$ cat src/rtl/dmem_pkg.sv
// Shared definitions for the data-memory arbiter: owner-state encoding and
// bank geometry.
package dmem_pkg;

    typedef enum logic [1:0] {
        S_NORMAL   = 2'd0,
        S_DBG_PRIO = 2'd1,
        S_DBG_LOCK = 2'd2
    } owner_e;

    localparam int DMEM_ADDR_W = 13;
    localparam int NUM_LANES   = 4;

endpackage

$ cat src/rtl/dmem_rd_tracker.sv
// One-cycle read-return tracking: remembers which port issued a read and
// steers the BRAM output to that port in the following cycle.
module dmem_rd_tracker
    import dmem_pkg::*;
(
    input  logic        clk_i,
    input  logic        rst_i,
    input  logic        core_rd_i,
    input  logic        dbg_rd_i,
    input  logic [31:0] mem_dout_i,
    output logic        core_rvalid_o,
    output logic [31:0] core_rdata_o,
    output logic        dbg_rvalid_o,
    output logic [31:0] dbg_rdata_o
);

    logic        core_pend_q;
    logic        dbg_pend_q;
    logic [31:0] core_rdata_q;
    logic [31:0] dbg_rdata_q;

    always_ff @(posedge clk_i or posedge rst_i) begin
        if (rst_i) begin
            core_pend_q  <= 1'b0;
            dbg_pend_q   <= 1'b0;
            core_rdata_q <= '0;
            dbg_rdata_q  <= '0;
        end else begin
            core_pend_q <= core_rd_i;
            dbg_pend_q  <= dbg_rd_i;
            if (core_pend_q) core_rdata_q <= mem_dout_i;
            if (dbg_pend_q)  dbg_rdata_q  <= mem_dout_i;
        end
    end

    // BRAM data is live during the return cycle; the registers only hold it afterwards.
    assign core_rvalid_o = core_pend_q;
    assign dbg_rvalid_o  = dbg_pend_q;
    assign core_rdata_o  = core_pend_q ? mem_dout_i : core_rdata_q;
    assign dbg_rdata_o   = dbg_pend_q  ? mem_dout_i : dbg_rdata_q;

endmodule

$ cat src/rtl/dmem_arbiter.sv
// Two-port arbiter in front of the 4-bank byte-lane data memory. Core has
// priority; a starvation counter and a lock mode keep the debug port moving.
module dmem_arbiter
    import dmem_pkg::*;
#(
    parameter int ADDR_W       = DMEM_ADDR_W,
    parameter int STARVE_LIMIT = 4
) (
    input  logic              clk_i,
    input  logic              rst_i,
    input  logic              core_req_i,
    input  logic              core_we_i,
    input  logic [31:0]       core_addr_i,
    input  logic [3:0]        core_be_i,
    input  logic [31:0]       core_wdata_i,
    output logic              core_gnt_o,
    output logic              core_rvalid_o,
    output logic [31:0]       core_rdata_o,
    input  logic              dbg_req_i,
    input  logic              dbg_we_i,
    input  logic [31:0]       dbg_addr_i,
    input  logic [3:0]        dbg_be_i,
    input  logic [31:0]       dbg_wdata_i,
    input  logic              dbg_lock_i,
    output logic              dbg_gnt_o,
    output logic              dbg_rvalid_o,
    output logic [31:0]       dbg_rdata_o,
    output logic              mem_ena_o,
    output logic [3:0]        mem_wea_o,
    output logic [ADDR_W-1:0] mem_addr_o,
    output logic [31:0]       mem_din_o,
    input  logic [31:0]       mem_dout_i,
    output logic [1:0]        owner_o
);

    // Handshake: a port's access is taken in the cycle where req and gnt are both
    // high; gnt already includes req, so gnt alone marks acceptance.
    localparam logic [3:0] LIMIT = 4'(STARVE_LIMIT);

    owner_e     state_q, state_d;
    logic [3:0] cnt_q, cnt_d;

    always_ff @(posedge clk_i or posedge rst_i) begin
        if (rst_i) begin
            state_q <= S_NORMAL;
            cnt_q   <= '0;
        end else begin
            state_q <= state_d;
            cnt_q   <= cnt_d;
        end
    end

    always_comb begin
        core_gnt_o = 1'b0;
        dbg_gnt_o  = 1'b0;
        state_d    = state_q;
        cnt_d      = cnt_q;
        case (state_q)
            S_NORMAL: begin
                core_gnt_o = core_req_i;
                dbg_gnt_o  = dbg_req_i && !core_req_i;
                if (dbg_gnt_o) begin
                    cnt_d = '0;
                    if (dbg_lock_i) state_d = S_DBG_LOCK;
                end else if (dbg_req_i) begin
                    cnt_d = (cnt_q >= LIMIT) ? LIMIT : cnt_q + 4'd1;
                    if (cnt_d == LIMIT) state_d = S_DBG_PRIO;
                end else begin
                    cnt_d = '0;
                end
            end
            S_DBG_PRIO: begin
                dbg_gnt_o  = dbg_req_i;
                core_gnt_o = core_req_i && !dbg_req_i;
                cnt_d      = '0;
                if (dbg_gnt_o && dbg_lock_i) state_d = S_DBG_LOCK;
                else                         state_d = S_NORMAL;
            end
            S_DBG_LOCK: begin
                dbg_gnt_o = dbg_req_i;
                cnt_d     = '0;
                // Dropping lock releases ownership whether or not dbg is still requesting.
                if (!dbg_lock_i) state_d = S_NORMAL;
            end
            default: begin
                state_d = S_NORMAL;
                cnt_d   = '0;
            end
        endcase
    end

    always_comb begin
        mem_ena_o  = 1'b0;
        mem_wea_o  = '0;
        mem_addr_o = '0;
        mem_din_o  = '0;
        if (core_gnt_o) begin
            mem_ena_o  = 1'b1;
            mem_wea_o  = core_we_i ? core_be_i : 4'b0000;
            mem_addr_o = core_addr_i[ADDR_W+1:2];
            mem_din_o  = core_wdata_i;
        end else if (dbg_gnt_o) begin
            mem_ena_o  = 1'b1;
            mem_wea_o  = dbg_we_i ? dbg_be_i : 4'b0000;
            mem_addr_o = dbg_addr_i[ADDR_W+1:2];
            mem_din_o  = dbg_wdata_i;
        end
    end

    dmem_rd_tracker u_rd_tracker (
        .clk_i         (clk_i),
        .rst_i         (rst_i),
        .core_rd_i     (core_gnt_o && !core_we_i),
        .dbg_rd_i      (dbg_gnt_o && !dbg_we_i),
        .mem_dout_i    (mem_dout_i),
        .core_rvalid_o (core_rvalid_o),
        .core_rdata_o  (core_rdata_o),
        .dbg_rvalid_o  (dbg_rvalid_o),
        .dbg_rdata_o   (dbg_rdata_o)
    );

    assign owner_o = state_q;

    logic unused_addr_bits;
    assign unused_addr_bits = ^{core_addr_i[31:ADDR_W+2], core_addr_i[1:0],
                                dbg_addr_i[31:ADDR_W+2], dbg_addr_i[1:0]};

endmodule

$ cat config.mk
export PLATFORM = sky130hd
export DESIGN_NAME = dmem_arbiter
export DESIGN_NICKNAME = d
export VERILOG_FILES = /design/src/rtl/dmem_pkg.sv /design/src/rtl/dmem_rd_tracker.sv /design/src/rtl/dmem_arbiter.sv
export SDC_FILE = /design/constraint.sdc
export NUM_CORES = 1
export LEC_CHECK = 0
export BUFFER_PORTS_ARGS = -buffer_cell sky130_fd_sc_hd__clkbuf_2
export CELL_PAD_IN_SITES_DETAIL_PLACEMENT = 1
export CELL_PAD_IN_SITES_GLOBAL_PLACEMENT = 2
export CORE_ASPECT_RATIO = 0.5
export CORE_UTILIZATION = 21
export DETAILED_ROUTE_END_ITERATION = 6
export GPL_ROUTABILITY_DRIVEN = 0
export GPL_TIMING_DRIVEN = 1
export PLACE_DENSITY = 0.81
export SYNTH_ARGS = -nofsm -noshare
export SYNTH_HDL_FRONTEND = slang
export SYNTH_SLANG_ARGS = --single-unit
$ cat constraint.sdc
create_clock -name clk_i -period 3.4 [get_ports clk_i]
set_input_delay 0.85 -clock clk_i [delete_from_list [all_inputs] [get_ports clk_i]]
set_output_delay 0.85 -clock clk_i [all_outputs]
set_load 0.02 [all_outputs]
==> impl_results.md <==
* Skew-Pair Late Insertion Delay at between 0.3 and 0.4 ns
* Hold Path Depth at 1
* Layout Cells excl Fill at 718
* CTS tree: built
* Post-CTS resize count at 0
* IO Count at 295
* R2R Path End: owner_o[1]$_DFFE_PP0P_
* Worst Setup Slack, final at approximately 0.28 ns
* Placed insts at about 700
* CP Capture Type: output pin
* Crit-path slowest cell: dfrtp_1
* Number of nets in the layout at between 600 and 700
* Slew headroom at 60.31%
* Vias in the first global route at approximately 3300
* Residual DRC count at 0
* Startpoint Class: flip-flop
* Iter 0 DRT Violations at 73
* HP Class: reg -> reg
* N_diodes at 0
* Largest delay share family, worst path: buffers and inverters
* Grt total ovfl at 0
* Library cells used by synthesis at 27
* Multi-input logic area at 1411 µm²
* Pre-CTS setup slack at around 0.5 ns
* Initial antenna violation count at 0
* Antenna viol nets, final at 0
* Area added between synthesis and finish at 52.98%
* Syn nets at approximately 430
* Critical path's largest stage delay at between 0.4 and 0.5 ns
* H-tree Lvls at 3
* Via count at 3066
* Clock transition at the registers of the reported paths at ~0.060 ns
* Setup TNS at 0 ns
* Die area at between 15000 and 20000 µm²
* Max Fclk at ~0.32 GHz
* Final slew viol count at 0
* Num rows at 32
* Initial core utilization at 21.72%
* Post-DR wirelength/cell at about 16 µm
* Cell leakage power at 2.697 nW
* Share of cells above drive strength 1 at between 60% and 70%
* Vias per cell at 4.270
* Hold-fix buffers, CTS at 0
* Postcts setup bufs at 0
* Setup CP Type: reg -> out
* Setup violations, final at 0
* Hold Fails Final Rpt at 0
* Max clock buf depth at 2
* Yosys reg bits at between 70 and 80
* Syn_area_per_cell at roughly 13 µm²
* Largest net degree at the start of global routing at 51
* Root Driver: clkbuf_16
* TritonCTS Sinks at 72
* Crit. path cell count at 7
* Post-DP HPWL at between 9000 and 10000 µm
* Register area at 1802 µm²
* Layout fillers at about 1800
* Tot Pwr at around 0.0052 W
* CTS Buf Count at 9
* Routed wire length at roughly 11000 µm
* Max IR drop VDD at 0.2782 mV
* Post-Syn Area at ~3400 µm²
* First-pass GRT wire length at ~18000 µm
* Worst path cell trace: inv_1, ha_1, nand2b_1, a21oi_4, buf_4, a22o_1, clkbuf_2
* Post-layout min period at approximately 3.1 ns
* Max-cap viol count at 0
* Setup Skew at between 0.009 and 0.01 ns
* Reg2Reg Depth at 5
* WP buf/inv at 3
* Drt pass-1 iters at 4
* Vert. Die Dim at just over 90 µm
* GRT Resource Usage Total at 13.89%
* Util after Layout at between 30% and 40%
* Period utilization at 91.81%
* Slew @ Worst Pin at about 0.6 ns
* Unrepaired setup endpoints after global routing: no
* RR Startpoint: owner_o[0]$_DFFE_PP0P_
* WHS Endpoint: cnt_q[0]$_DFF_PP0_
* Register area share after synthesis at 53.39%
* Reg2reg setup slack at between 1.5 and 2 ns
* Hold Crit Start: cnt_q[3]$_DFF_PP0_
* CP Data Required Time at between 2 and 3 ns
* Arr. time, crit path at approximately 2.3 ns
* CP max FO at 25
* Port buffer count at approximately 260
* Outcome: complete, no violations
* Yosys warning count at 0
* Core area at ~16000 µm²
* Syn Inst Count at 252
* Power Density at 1007 nW/µm²
* Die W at around 180 µm
-- cell usage in the layout, fill, tap and decap left out, drive strengths merged --
| master | instances |
|---|---|
| clkbuf | 268 |
| dfrtp | 72 |
| mux2 | 65 |
| a22o | 45 |
| nand2 | 9 |
| o21ai | 9 |
| buf | 7 |
| inv | 7 |
| nand3 | 5 |
| nor2 | 5 |
| ha | 5 |
| a21oi | 4 |
| nand2b | 3 |
| clkinv | 3 |
| nor2b | 1 |
| a21o | 1 |
| nor3 | 1 |
| nor4 | 1 |
| a22oi | 1 |
| bufinv | 1 |
| conb | 1 |
-- sequential cells by signal (all words and copies together), names as in the netlist --
name and count:
u_rd_tracker.core_rdata_q 32, u_rd_tracker.dbg_rdata_q 32, cnt_q 4, owner_o 2
u_rd_tracker.core_rvalid_o 1, u_rd_tracker.dbg_rvalid_o 1
-- metal layers --
layer | up-vias | share of wire (%) | global-route usage, %
li1 | 1434 | - | -
met1 | 1524 | 41 | 16.53
met3 | 11 | 5.7 | 3.971
met4 | 0 | 1.2 | 4.167
met2 | 97 | 52 | 24.36
met5 | - | 0 | 0
-- worst max path at each step --
| stage | startpoint | end | slack [ns] |
|---|---|---|---|
| 6_report | owner_o[0]$_DFFE_PP0P_ | mem_din_o[19] | 0.28 |
| 5_1_grt | owner_o[0]$_DFFE_PP0P_ | mem_din_o[20] | 0.12 |
| 4_1_cts | owner_o[0]$_DFFE_PP0P_ | mem_din_o[20] | 0.29 |
| 3_5_place_dp | core_req_i | mem_din_o[20] | 0.49 |
| 3_3_place_gp | core_req_i | mem_din_o[27] | 0.50 |
| 2_1_floorplan | rst_i | cnt_q[0]$_DFF_PP0_ | 0.73 |
-- through the flow --
stage,hold slack [ns],instance area [µm²]
floorplan,0.4352,3374
global placement,0.4483,4853
detailed placement,0.4554,4853
CTS,0.4626,5162
global route,0.4755,5162
finish,0.4557,5162
-- cells by family (layout without fill, tap and decap cells) --
group	count (synthesis)	in the layout	synth area share [%]
AO/OA/AOI/OAI	60	60	14.72
adder cells (fa/ha/maj)	5	5	1.854
AND/OR/NAND/NOR	25	25	3.448
buffers and inverters	24	286	4.784
other	1	1	0.1111
multiplexers	65	65	21.69
flip-flops	72	72	53.39
-- power breakdown --
| part | total [W] | switching, W | internal, W | leakage [nW] |
|---|---|---|---|---|
| clock | 0.000962 | 0.000353 | 0.000609 | 0.153 |
| sequential | 0.00137 | 0.000112 | 0.00126 | 0.860 |
| combinational | 0.00286 | 0.00178 | 0.00108 | 1.68 |
-- worst register-to-register path: cells and delay by family, from the launching register on --
kind,cells,cell delay [ns]
AO/OA/AOI/OAI,2,0.34
adder cells (fa/ha/maj),1,0.33
buffers and inverters,1,0.11
flip-flops,1,0.44
multiplexers,1,0.34
-- layout make-up --
type	count	area share (%)
timing repair buffer	263	26.32
clock inverter	4	1.018
sequential	72	34.90
inverter	7	0.5090
clock buffer	12	4.968
tap	204	4.944
multi-input combinational	156	27.34
-- Yosys cell counts, drive strengths merged --
| cell type | n | area share, % |
|---|---|---|
| buf | 15 | 3.8 |
| a22o | 45 | 12 |
| ha | 5 | 1.9 |
| conb | 1 | 0.11 |
| inv | 7 | 0.78 |
| nor3 | 1 | 0.15 |
| a21o | 1 | 0.22 |
| nand2b | 3 | 0.63 |
| clkbuf | 2 | 0.22 |
| mux2 | 65 | 22 |
| nor2b | 1 | 0.19 |
| a21oi | 4 | 0.93 |
| nand2 | 9 | 1.0 |
| nor4 | 1 | 0.19 |
| dfrtp | 72 | 53 |
| o21ai | 9 | 1.7 |
| nand3 | 5 | 0.74 |
| a22oi | 1 | 0.22 |
| nor2 | 5 | 0.56 |
Power figures use the tool's default switching activity.
